[src/rtl/ra_lcb_cal_if.sv]
// ra_lcb_cal_if: handshake and configuration bundle between the LCB
// calibration controller and its requester / replica strobe detector.
// Width of the configuration word comes from LCBSDR_CONFIGWIDTH.

`ifndef LCBSDR_CONFIGWIDTH
`define LCBSDR_CONFIGWIDTH 4
`endif

interface ra_lcb_cal_if;
   logic                            start;
   logic                            fb;
   logic [0:`LCBSDR_CONFIGWIDTH-1]  cfg;
   logic                            busy;
   logic                            done;
   logic                            fail;

   // requester side: asks for calibration, supplies detector feedback
   modport master (
      output start,
      output fb,
      input  cfg,
      input  busy,
      input  done,
      input  fail
   );

   // controller side
   modport slave (
      input  start,
      input  fb,
      output cfg,
      output busy,
      output done,
      output fail
   );
endinterface

[src/rtl/ra_lcb_cal.sv]
// ra_lcb_cal: calibration controller for the array local clock buffer.
// Sweeps the LCB configuration word upward from 0, lets each setting settle,
// counts good replica-strobe samples, and locks the first setting whose
// samples are all good. If none passes, it parks at all-ones and flags fail.
// Optional feature macro: LCBCAL_MARGIN_EN adds a saturating guard band of
// MARGIN steps to the locked setting; without it no adder is built.

`ifndef LCBSDR_CONFIGWIDTH
`define LCBSDR_CONFIGWIDTH 4
`endif

module ra_lcb_cal #(
   parameter int SETTLE  = 4,
   parameter int SAMPLES = 8,
   parameter int MARGIN  = 1
) (
   input  logic         clk,
   input  logic         reset,
   ra_lcb_cal_if.slave  cal
);

   localparam int W      = `LCBSDR_CONFIGWIDTH;
   localparam int MAXC   = (SETTLE > SAMPLES) ? SETTLE : SAMPLES;
   localparam int CNT_W  = $clog2(MAXC + 1);
   localparam int HIT_W  = $clog2(SAMPLES + 1);
   localparam logic [0:W-1] ALL_ONES = {W{1'b1}};
   localparam logic [0:W-1] ZERO     = {W{1'b0}};

   // Parameter sanity, evaluated once at elaboration.
   if (SETTLE < 1 || SAMPLES < 1 || MARGIN < 0) begin : g_bad_param
      $error("ra_lcb_cal: SETTLE and SAMPLES must be >= 1, MARGIN >= 0");
   end

   typedef enum logic [2:0] {
      S_IDLE   = 3'd0,
      S_SETTLE = 3'd1,
      S_SAMPLE = 3'd2,
      S_EVAL   = 3'd3,
      S_DONE   = 3'd4,
      S_FAIL   = 3'd5
   } state_t;

   state_t              state_r;
   logic [0:W-1]        cfg_r;
   logic                busy_r;
   logic                done_r;
   logic                fail_r;
   logic [CNT_W-1:0]    cnt_r;
   logic [HIT_W-1:0]    hits_r;

   // Value written to cfg when setting k passes; saturates, never wraps.
   function automatic logic [0:W-1] lock_value(input logic [0:W-1] k);
`ifdef LCBCAL_MARGIN_EN
      logic [31:0] sum;
      sum = 32'(k) + 32'(MARGIN);
      if (sum > 32'(ALL_ONES)) begin
         return ALL_ONES;
      end else begin
         return W'(sum);
      end
`else
      return k;
`endif
   endfunction

   assign cal.cfg  = cfg_r;
   assign cal.busy = busy_r;
   assign cal.done = done_r;
   assign cal.fail = fail_r;

   // Sweep state machine; every output is a register updated here.
   always_ff @(posedge clk) begin
      if (reset) begin
         state_r <= S_IDLE;
         cfg_r   <= ZERO;
         busy_r  <= 1'b0;
         done_r  <= 1'b0;
         fail_r  <= 1'b0;
         cnt_r   <= '0;
         hits_r  <= '0;
      end else begin
         case (state_r)
            S_IDLE, S_DONE, S_FAIL: begin
               // start only acts here, so a held start cannot restart a sweep
               if (cal.start) begin
                  state_r <= S_SETTLE;
                  cfg_r   <= ZERO;
                  busy_r  <= 1'b1;
                  done_r  <= 1'b0;
                  fail_r  <= 1'b0;
                  cnt_r   <= '0;
                  hits_r  <= '0;
               end else begin
                  state_r <= state_r;
               end
            end
            S_SETTLE: begin
               if (cnt_r == CNT_W'(SETTLE - 1)) begin
                  state_r <= S_SAMPLE;
                  cnt_r   <= '0;
                  hits_r  <= '0;
               end else begin
                  cnt_r   <= cnt_r + CNT_W'(1'b1);
               end
            end
            S_SAMPLE: begin
               // the sample on the final SAMPLE cycle is included before EVAL
               hits_r <= hits_r + HIT_W'(cal.fb);
               if (cnt_r == CNT_W'(SAMPLES - 1)) begin
                  state_r <= S_EVAL;
                  cnt_r   <= '0;
               end else begin
                  cnt_r   <= cnt_r + CNT_W'(1'b1);
               end
            end
            S_EVAL: begin
               cnt_r <= '0;
               if (hits_r == HIT_W'(SAMPLES)) begin
                  state_r <= S_DONE;
                  cfg_r   <= lock_value(cfg_r);
                  busy_r  <= 1'b0;
                  done_r  <= 1'b1;
               end else if (cfg_r == ALL_ONES) begin
                  state_r <= S_FAIL;
                  busy_r  <= 1'b0;
                  fail_r  <= 1'b1;
               end else begin
                  state_r <= S_SETTLE;
                  cfg_r   <= cfg_r + W'(1'b1);
               end
            end
            default: begin
               state_r <= S_IDLE;
               cfg_r   <= ZERO;
               busy_r  <= 1'b0;
               done_r  <= 1'b0;
               fail_r  <= 1'b0;
               cnt_r   <= '0;
               hits_r  <= '0;
            end
         endcase
      end
   end

endmodule

[src/flat_wrapper.sv]
// flat-port wrapper written by rule: the top's interface ports become plain ports
module ra_lcb_cal_flat 
#(
   parameter int SETTLE  = 4,
   parameter int SAMPLES = 8,
   parameter int MARGIN  = 1
)
  (clk, reset, cal_start, cal_fb, cal_cfg, cal_busy, cal_done, cal_fail);
  ra_lcb_cal_if cal_i ();
  input  logic clk;
  input  logic reset;
  input wire logic [$bits(cal_i.start)-1:0] cal_start;
  input wire logic [$bits(cal_i.fb)-1:0] cal_fb;
  output wire logic [$bits(cal_i.cfg)-1:0] cal_cfg;
  output wire logic [$bits(cal_i.busy)-1:0] cal_busy;
  output wire logic [$bits(cal_i.done)-1:0] cal_done;
  output wire logic [$bits(cal_i.fail)-1:0] cal_fail;
  assign cal_i.start = cal_start;
  assign cal_i.fb = cal_fb;
  assign cal_cfg = cal_i.cfg;
  assign cal_busy = cal_i.busy;
  assign cal_done = cal_i.done;
  assign cal_fail = cal_i.fail;
  ra_lcb_cal #(.SETTLE(SETTLE), .SAMPLES(SAMPLES), .MARGIN(MARGIN)) u_core (.clk(clk), .reset(reset), .cal(cal_i));
endmodule
[config.mk]
export PLATFORM = sky130hd
export DESIGN_NAME = ra_lcb_cal_flat
export DESIGN_NICKNAME = d
export VERILOG_FILES = /design/src/rtl/ra_lcb_cal_if.sv /design/src/rtl/ra_lcb_cal.sv /design/src/flat_wrapper.sv
export SDC_FILE = /design/constraint.sdc
export NUM_CORES = 1
export LEC_CHECK = 0
export CAP_MARGIN = 20
export CORE_MARGIN = 3
export CORE_UTILIZATION = 43
export CTS_CLUSTER_DIAMETER = 60
export DETAILED_ROUTE_END_ITERATION = 10
export GPL_TIMING_DRIVEN = 0
export PLACE_DENSITY = 0.73
export RECOVER_POWER = 100
export SETUP_SLACK_MARGIN = 0.02
export SYNTH_ARGS = -nofsm -noshare
export SYNTH_HDL_FRONTEND = slang
export SYNTH_SLANG_ARGS = --single-unit
[constraint.sdc]
create_clock -name clk -period 3.9 [get_ports clk]
set_input_delay 0.78 -clock clk [delete_from_list [all_inputs] [get_ports clk]]
set_output_delay 0.78 -clock clk [all_outputs]
set_load 0.05 [all_outputs]
==> metrics.md <==
| Metric | Value |
|---|---|
| Leak | `0.000446 µW` |
| Crit end category | `flop` |
| Number of gates resized after CTS | `0` |
| Final period util | `between 60% and 70%` |
| PwrDens | `approximately 320 mW/mm²` |
| Longest Clk Path Bufs | `2` |
| Worst path arrival time | `2.68 ns` |
| Initial antenna violation count | `0` |
| Area of the multi-input gates | `around 600 µm²` |
| Total power | `370 µW` |
| RePlAce Congestion | `approximately 0.81` |
| Post-synth top area share | `35.6%` |
| VDD IR max | `between 150 and 200 µV` |
| Total Routing Usage GR | `approximately 17%` |
| CTS tree | `built` |
| DRT Pass-1 Iters | `4` |
| Final HPWL DP | `~1600 µm` |
| Main synth FF type | `dfxtp_1` |
| Pin count of the biggest net entering global routing | `11` |
| WL final | `2230 µm` |
| Diodes inserted | `0` |
| Seq. cell area | `360 µm²` |
| Drt via density | `between 5 and 6` |
| Worst setup slack after layout | `approximately 1.4 ns` |
| DRC | `0` |
| Cell count after synthesis | `roughly 120` |
| Hold Path Class | `flop to flop` |
| Starting Density | `roughly 50%` |
| DR WL/cell | `between 10 and 15 µm` |
| Critical path peak fanout | `8` |
| Worst-Margin Slew | `0.690 ns` |
| Post-synth EDFFs | `0` |
| Clk slew on worst S/H paths | `between 0.1 and 0.15 ns` |
| Post-synth cell types | `39` |
| Max-slew violation count | `0` |
| IO Count | `11` |
| Grt total ovfl | `0` |
| Post-synthesis register bit count | `18` |
| TritonCTS Buffers | `3` |
| Die height | `about 54 µm` |
| Register area share after synthesis | `35.6%` |
| Area delta synth->final | `15.5%` |
| First-pass GRT wire length | `roughly 3700 µm` |
| Critical Path Start Type | `input port` |
| Detail Route Antenna Nets | `0` |
| Area of placed instances | `0.00114 mm²` |
| Row count | `16` |
| Final nets | `140` |
| PortBufs | `10` |
| Place WS | `1.61 ns` |
| Fmax | `408 MHz` |
| Via count | `921` |
| Outcome | `finished, final reports clean` |
| Clk_lat worst skew | `0.29 ns` |
| Post-Syn Area | `approximately 0.001 mm²` |
| Largest area contributor in the netlist | `dfxtp_1` |
| CP required | `around 4.1 ns` |
| Hold Buf Count CTS | `0` |
| Syn nets | `between 100 and 150` |
| Setup repair after global routing missed its margin | `false` |
| Final design utilization | `56.1%` |
| Final Hold Fails | `0` |
| Sink Count | `18` |
| R2r worst-path depth | `5` |
| Final setup viols | `0` |
| Fillers | `roughly 220` |
| Clock Skews | `around 0.0021 ns` |
| Vias in the first global route | `around 850` |
| Die width | `roughly 54 µm` |
| CTS Root Cell | `clkbuf_4` |
| Asr flop ratio synth | `0%` |
| Synthesized area per cell | `just under 9 µm²` |
| Max-cap violations | `0` |
| CP Class | `input port to flop` |
| Setup TNS Final | `0 ns` |
| Worst slew margin | `between 50% and 60%` |
| WHS Path Cells | `2` |
| Share of cells above drive strength 1 | `9.92%` |
| Tmin final | `around 2.5 ns` |
| YS warnings | `0` |
| Top post-synthesis cells by area | `dfxtp_1 36%, a21oi_1 8.4%, ha_1 5.0%, o21ai_0 5.0%, nor2_1 4.5%` |
| H-Tree Depth | `1` |
| Initial DRC Count | `28` |
| Final instance area | `0.00117 mm²` |
| # Post-CTS Setup Buffers | `0` |
| Die area | `0.00297 mm²` |
| Core footprint | `roughly 0.0021 mm²` |
[cell type report]
cell class / instances / share of cell area, %
Inverter: 3 / 0.965
Clock buffer: 4 / 3.11
Sequential cell: 18 / 30.9
Timing Repair Buffer: 10 / 8.57
Multi-Input combinational cell: 91 / 50.6
Buffer: 5 / 3.00
Tap cell: 27 / 2.89
[metrics by stage]
stage,hold WS (ns),cells
after floorplan,0.457,117
after global placement,0.454,154
after detailed placement,0.458,154
after CTS,0.488,158
after global routing,0.501,158
final,0.474,158
[routing by layer]
layer  up-vias  GRT usage (%)  routed length, µm
met5         -              0                  0
met4         0           5.39                 18
met3         2           4.09                 68
met2        11           28.1               1050
met1       444           22.3               1090
li1        464              -                  -
[cell usage in the layout, fill, tap and decap left out, types with 3 or more instances in the layout]
master	count
inv_1	3
o21ai_0	11
nand3_1	8
clkbuf_4	3
dlygate4sd3_1	9
nand2_1	3
a21oi_1	17
or4_1	3
ha_1	4
dfxtp_1	18
nor2_1	12
[synth_stat cells (2+ instances only)]
cell type and n:
buf_4 2, a21oi_1 17, nand3_1 8, inv_1 3, nor3b_1 2, nor3_1 2, ha_1 4, a31oi_1 2
nor2_1 12, nand2_1 3, mux2i_1 2, nor2b_1 2, o21a_1 2, o21ai_0 10, o31ai_1 2, o21bai_1 2
dfxtp_1 18, or4_1 3
[flip-flops by register name, indices dropped and copies added (netlist names)]
| name | cells |
|---|---|
| u_core.cnt_r | 4 |
| u_core.cal.fail | 1 |
| u_core.cal.cfg | 4 |
| u_core.cal.done | 1 |
| u_core.cal.busy | 1 |
| u_core.hits_r | 4 |
| u_core.state_r | 3 |
[path summary, 6_finish.rpt]
path / startpoint / endpoint / slack, ns
hold / removal: u_core.cal.done$_SDFFE_PP0P_ / u_core.cal.done$_SDFFE_PP0P_ / 0.47
setup / recovery: cal_start / u_core.cal.cfg[0]$_SDFFE_PP0P_ / 1.45
setup reg to reg: u_core.state_r[1]$_SDFFE_PP0P_ / u_core.cal.cfg[0]$_SDFFE_PP0P_ / 2.03
hold reg to reg: u_core.cal.done$_SDFFE_PP0P_ / u_core.cal.done$_SDFFE_PP0P_ / 0.47
[where the power goes]
part | switching, µW | leakage (µW) | internal (µW)
Clock | 59.1 | 0.0000210 | 56.8
Sequential | 3.53 | 0.000146 | 188
Combinational | 38.1 | 0.000279 | 24.4
[kinds of logic after synthesis]
logic type / count (synthesis) / share of synthesized area, %
AND/OR/NAND/NOR: 44 / 25.5
AO/OA/AOI/OAI: 39 / 23.8
flip-flops: 18 / 35.6
buffers and inverters: 8 / 4.58
adder cells (fa/ha/maj): 4 / 4.95
XOR/XNOR: 2 / 3.59
multiplexers: 2 / 1.98
[worst max-delay path, cell delays in order]
cell           delay [ns]
dlygate4sd3_1        0.60
or2_0                0.27
o21ai_0              0.32
or4_1                0.57
a21oi_1              0.14
Power figures use the tool's default switching activity.
